==> src/rtl/csla_pkg.sv <==
// csla_pkg: shared definitions for the nibble-serial carry-select add/subtract unit.
//   NIBBLE     - slice width in bits
//   OP_ADD/SUB - encodings of the Sub control input
//   state_t    - controller states
//   nib_res_t  - result bundle of one 4-bit ripple adder
//   ripple4()  - 4-bit ripple-carry add with a fixed carry-in, also exposing
//                the carry into bit 3 for signed-overflow detection

package csla_pkg;

    localparam int NIBBLE = 4;

    localparam logic OP_ADD = 1'b0;
    localparam logic OP_SUB = 1'b1;

    typedef enum logic [1:0] {
        IDLE = 2'd0,
        RUN  = 2'd1,
        DONE = 2'd2
    } state_t;

    typedef struct packed {
        logic [3:0] s;
        logic       co;
        logic       c3;
    } nib_res_t;

    function automatic nib_res_t ripple4(input logic [3:0] a, input logic [3:0] b,
                                         input logic ci);
        nib_res_t   r;
        logic [4:0] c;
        c[0] = ci;
        r.s  = 4'b0;
        for (int i = 0; i < 4; i++) begin
            r.s[i]   = a[i] ^ b[i] ^ c[i];
            c[i + 1] = (a[i] & b[i]) | (c[i] & (a[i] ^ b[i]));
        end
        r.co = c[4];
        r.c3 = c[3];
        return r;
    endfunction

endpackage

==> src/rtl/csla_nibble.sv <==
// csla_nibble: combinational 4-bit carry-select slice.
// Two ripple adders evaluate the slice for carry-in 0 and 1 in parallel; the
// real carry-in only drives the final select mux.
//   a, b  in  4  slice operands
//   c     in  1  carry-in (select)
//   s     out 4  slice sum
//   co    out 1  carry out of bit 3
//   c3    out 1  carry into bit 3 (MSB of the slice), used for overflow

module csla_nibble
    import csla_pkg::*;
(
    input  logic [3:0] a,
    input  logic [3:0] b,
    input  logic       c,
    output logic [3:0] s,
    output logic       co,
    output logic       c3
);

    nib_res_t res0;
    nib_res_t res1;

    assign res0 = ripple4(a, b, 1'b0);
    assign res1 = ripple4(a, b, 1'b1);

    assign s  = c ? res1.s  : res0.s;
    assign co = c ? res1.co : res0.co;
    assign c3 = c ? res1.c3 : res0.c3;

endmodule

==> src/rtl/csla_seq_addsub.sv <==
// csla_seq_addsub: nibble-serial add/subtract unit, one 4-bit slice per clock, LSB first.
// Subtraction is A + ~B + ~Cin, so Cin acts as borrow-in and Cout reports borrow-out.
//   clk    in   1      rising-edge clock
//   rst_n  in   1      asynchronous active-low reset
//   start  in   1      request, honoured in IDLE or DONE, ignored while busy
//   Sub    in   1      0: A+B+Cin, 1: A-B-Cin
//   A, B   in   WIDTH  operands (sampled only on the accept edge)
//   Cin    in   1      carry-in / borrow-in
//   busy   out  1      high while nibbles are being processed
//   done   out  1      one-cycle pulse when S/Cout/V become valid
//   S      out  WIDTH  sum or difference
//   Cout   out  1      carry-out (add) or borrow-out (sub)
//   V      out  1      two's-complement overflow

module csla_seq_addsub
    import csla_pkg::*;
#(
    parameter int WIDTH = 16
) (
    input  logic             clk,
    input  logic             rst_n,
    input  logic             start,
    input  logic             Sub,
    input  logic [WIDTH-1:0] A,
    input  logic [WIDTH-1:0] B,
    input  logic             Cin,
    output logic             busy,
    output logic             done,
    output logic [WIDTH-1:0] S,
    output logic             Cout,
    output logic             V
);

    localparam int N     = WIDTH / NIBBLE;
    localparam int CNT_W = (N > 1) ? $clog2(N) : 1;
    localparam logic [CNT_W-1:0] LAST = CNT_W'(N - 1);

    state_t           state;
    logic [WIDTH-1:0] a_q;
    logic [WIDTH-1:0] b_q;      // already inverted for subtraction
    logic             sub_q;
    logic             carry_q;
    logic [CNT_W-1:0] cnt_q;

    logic [3:0] a_nib;
    logic [3:0] b_nib;
    logic [3:0] nib_s;
    logic       nib_co;
    logic       nib_c3;

    assign a_nib = a_q[int'(cnt_q) * NIBBLE +: NIBBLE];
    assign b_nib = b_q[int'(cnt_q) * NIBBLE +: NIBBLE];

    csla_nibble u_nibble (
        .a  (a_nib),
        .b  (b_nib),
        .c  (carry_q),
        .s  (nib_s),
        .co (nib_co),
        .c3 (nib_c3)
    );

    always_ff @(posedge clk or negedge rst_n) begin
        if (!rst_n) begin
            state   <= IDLE;
            a_q     <= '0;
            b_q     <= '0;
            sub_q   <= 1'b0;
            carry_q <= 1'b0;
            cnt_q   <= '0;
            busy    <= 1'b0;
            done    <= 1'b0;
            S       <= '0;
            Cout    <= 1'b0;
            V       <= 1'b0;
        end else begin
            case (state)
                IDLE, DONE: begin
                    done  <= 1'b0;
                    busy  <= 1'b0;
                    state <= IDLE;
                    if (start) begin
                        a_q     <= A;
                        b_q     <= (Sub == OP_SUB) ? ~B : B;
                        sub_q   <= Sub;
                        // Subtract as A + ~B + 1 - borrow_in.
                        carry_q <= (Sub == OP_ADD) ? Cin : ~Cin;
                        cnt_q   <= '0;
                        busy    <= 1'b1;
                        state   <= RUN;
                    end
                end
                RUN: begin
                    S[int'(cnt_q) * NIBBLE +: NIBBLE] <= nib_s;
                    carry_q <= nib_co;
                    if (cnt_q == LAST) begin
                        state <= DONE;
                        busy  <= 1'b0;
                        done  <= 1'b1;
                        // Final carry is inverted into a borrow for subtraction.
                        Cout  <= nib_co ^ sub_q;
                        V     <= nib_c3 ^ nib_co;
                    end else begin
                        cnt_q <= cnt_q + CNT_W'(1);
                    end
                end
                default: begin
                    state <= IDLE;
                    busy  <= 1'b0;
                    done  <= 1'b0;
                end
            endcase
        end
    end

endmodule

==> config.mk <==
export PLATFORM = sky130hd
export DESIGN_NAME = csla_seq_addsub
export DESIGN_NICKNAME = d
export VERILOG_FILES = /design/src/rtl/csla_pkg.sv /design/src/rtl/csla_nibble.sv /design/src/rtl/csla_seq_addsub.sv
export SDC_FILE = /design/constraint.sdc
export NUM_CORES = 1
export LEC_CHECK = 0
export CAP_MARGIN = 20
export CORE_UTILIZATION = 55
export DETAILED_ROUTE_END_ITERATION = 10
export PLACE_DENSITY = 0.85
export REMOVE_ABC_BUFFERS = 1
export SLEW_MARGIN = 20
export SYNTH_ARGS = -nofsm -noshare
export SYNTH_HDL_FRONTEND = slang
export SYNTH_HIERARCHICAL = 1
export SYNTH_SLANG_ARGS = --single-unit
==> constraint.sdc <==
create_clock -name clk -period 7.58 [get_ports clk]
set_input_delay 1.137 -clock clk [delete_from_list [all_inputs] [get_ports clk]]
set_output_delay 1.137 -clock clk [all_outputs]
set_load 0.01 [all_outputs]
==> flow_summary.yaml <==
run_status:
  status: "finished clean"
critical_path:
  cp-end-kind: "flip-flop"
  worstPathRequired_ns: 7.80
  critPathLaunchType: "flip-flop"
  worst_ep_arrival_time_ns: 3.56
  cp_max_fo: 14
  crit_type: "reg2reg"
timing:
  hold_violations: 0
  max_freq_mhz: 300
  tns_ns: 0
  maxSlewHeadroom_pct: 38.5
  whs_ns: 0.480
  period_share_pct: 44.0
  setup_viol_count_final: 0
  worstMarginPinSlew_ns: 0.920
  fin_worst_skew_ns: 0.00766
  rsz0062_at_grt: "no"
  period_minus_slack_ns: 3.34
  slew_violations: 0
finish:
  fin_nets: 356
  regArea_mm2: 0.00145
  layout-drive-gt1-share_pct: 11.5
  finish.instance_area_mm2: 0.00359
  stdcell_count: 381
  layout_commonest_cell: "nand2_1"
  final_cell_mix: "nand2_1 (74), dfrtp_1 (58), clkdlybuf4s50_1 (55)"
  area_delta_synth_final_pct: 28.2
  multiInputGateArea_mm2: 0.00123
  n_fill_cell: 338
  diodes: 0
clock_tree:
  clk_path_buf_depth: 2
  cts_buffers: 9
  cts_hold_buf: 0
  postCtsSetupRepairBufs: 0
  clock_latency_ns: 0.34
  ctsResizeCount: 0
  clk_pin_slew_ns: 0.07
  cts.sinks: 58
  cts_tree: "yes"
  h-tree-depth: 3
  cts_root_buf: "clkbuf_8"
flow_run:
  drv_cap: 0
global_route:
  antenna_found_initial: 0
  grt_max_degree: 59
  grt_pass1_vias: 1951
  grtUsageTotal_pct: 23.8
  grt_pass1_wl_mm: 9.25
  gr-total-overflow: 0
floorplanning:
  chipHeight_um: 73.4
  core_area_mm2: 0.00482
  initial_utilization_pct: 58.2
  io_pins: 57
  fp.dieArea_mm2: 0.00538
  rows: 25
  die_x_um: 73.4
synth:
  yosys_warnings: 6
  netlist_instances: 252
  ys.flop_type: "dfrtp_1"
  ys_async_sr_fraction_pct: 100
  yosys.area.top_type: "dfrtp_1"
  ys_ff_latch: 58
  syn-cell-area_mm2: 0.00280
  yosys.area.top_type_share_pct: 51.8
  synth_cell_types: 29
  synth_area_leaders: "dfrtp_1 (52%), nand2_1 (9.9%), mux4_2 (6.4%)"
  avgSynthCellArea_um2: 11.1
  synth_edf_count: 0
  seq_area_frac_synth_pct: 51.8
pwr:
  finalPower_mw: 1.59
  max-vdd-ir-drop_mv: 0.206
  pwr_density_cell_mw_per_mm2: 442
  power_leakage_nw: 1.66
routing:
  wl_mm: 5.33
  drt-wirelength-per-cell_um: 14.0
  via_count: 1971
  drc: 0
  dr.pass1.iters: 4
  antenna_left: 0
  via_per_inst: 5.17
  drt-initial-drc-count: 101
placed_design:
  gp_congestion: 0.793
  place_area_mm2: 0.00339
  dp_hpwl_mm: 3.77
  dp.cells: 365
  port-buffer-count: 56
min_path:
  holdCritPathClass: "reg2reg"
cells in the mapped netlist (2+ instances only):
library cell / number
buf_2: 9
a22o_1: 16
nor2b_1: 2
inv_2: 2
nand3b_4: 2
nand2_1: 74
buf_4: 3
o21ai_1: 20
nand2b_1: 3
inv_1: 9
dfrtp_1: 58
mux4_2: 8
xnor2_1: 18
fa_1: 3
nor2_1: 4
ha_1: 7
xor2_1: 2
metrics by stage:
| step | setup WS [ns] | util (%) |
|---|---|---|
| 6_report | 4.24 | 74.6 |
| 5_1_grt | 4.02 | 74.6 |
| 3_5_place_dp | 4.25 | 70.3 |
| 3_3_place_gp | 4.31 | 70.3 |
| 4_1_cts | 4.22 | 74.6 |
| 2_1_floorplan | 4.49 | - |
flip-flops by register name, indices dropped and copies added, names as in the netlist:
| signal | cells |
|---|---|
| busy | 1 |
| state | 2 |
| sub_q | 1 |
| carry_q | 1 |
| S | 16 |
| a_q | 16 |
| V | 1 |
| cnt_q | 2 |
| done | 1 |
| Cout | 1 |
| b_q | 16 |
area by class of cell:
cell class | instances | share of cell area (%)
inverters | 11 | 1.15
flip-flops and latches | 58 | 40.4
multi-input cells | 170 | 34.3
clock buffers | 11 | 4.21
clock inverters | 5 | 1.46
well taps | 67 | 2.33
repair buffers | 59 | 16.1
per-layer routing:
| layer | vias to the layer above | track usage, % | wire length, µm |
|---|---|---|---|
| li1 | 955 | - | - |
| met1 | 945 | 31.0 | 2350 |
| met2 | 63 | 37.9 | 2680 |
| met3 | 8 | 6.58 | 244 |
| met4 | 0 | 9.62 | 63 |
| met5 | - | 0 | 0 |
worst paths after layout:
path	from	endpoint	slack, ns	depth (start not counted)
setup / recovery	cnt_q[0]	S[15]	4.24	10
hold / removal	a_q[2]	a_q[2]	0.48	2
setup reg to reg	cnt_q[0]	S[15]	4.24	10
hold reg to reg	a_q[2]	a_q[2]	0.48	2
max in group asynchronous	rst_n	b_q[1]	6.19	2
min in group asynchronous	rst_n	S[8]	0.93	2
worst max-delay path, cell delays in order, from the launching register on:
cell and delay, ns:
dfrtp_1 0.87, mux4_2 0.63, ha_1 0.19, inv_1 0.04, mux2i_1 0.07, fa_1 0.37, inv_1 0.08, fa_1 0.16
inv_1 0.07, fa_1 0.50, a22o_1 0.24
power breakdown:
group          total, mW  switching, mW  internal [mW]  leakage (nW)
clock network      0.290          0.122          0.168         0.105
logic              0.736          0.382          0.354         0.816
registers          0.563          0.115          0.448         0.742
cell families after synthesis:
logic type,synth area share [%]
and+or+nand+nor,16.7
DFF,51.8
AOI/OAI and AO/OA,9.07
buffers and inverters,4.15
xor gates and xnor gates,6.25
adders and majority gates,5.27
muxes,6.79
(Power assumes the default switching activity.)
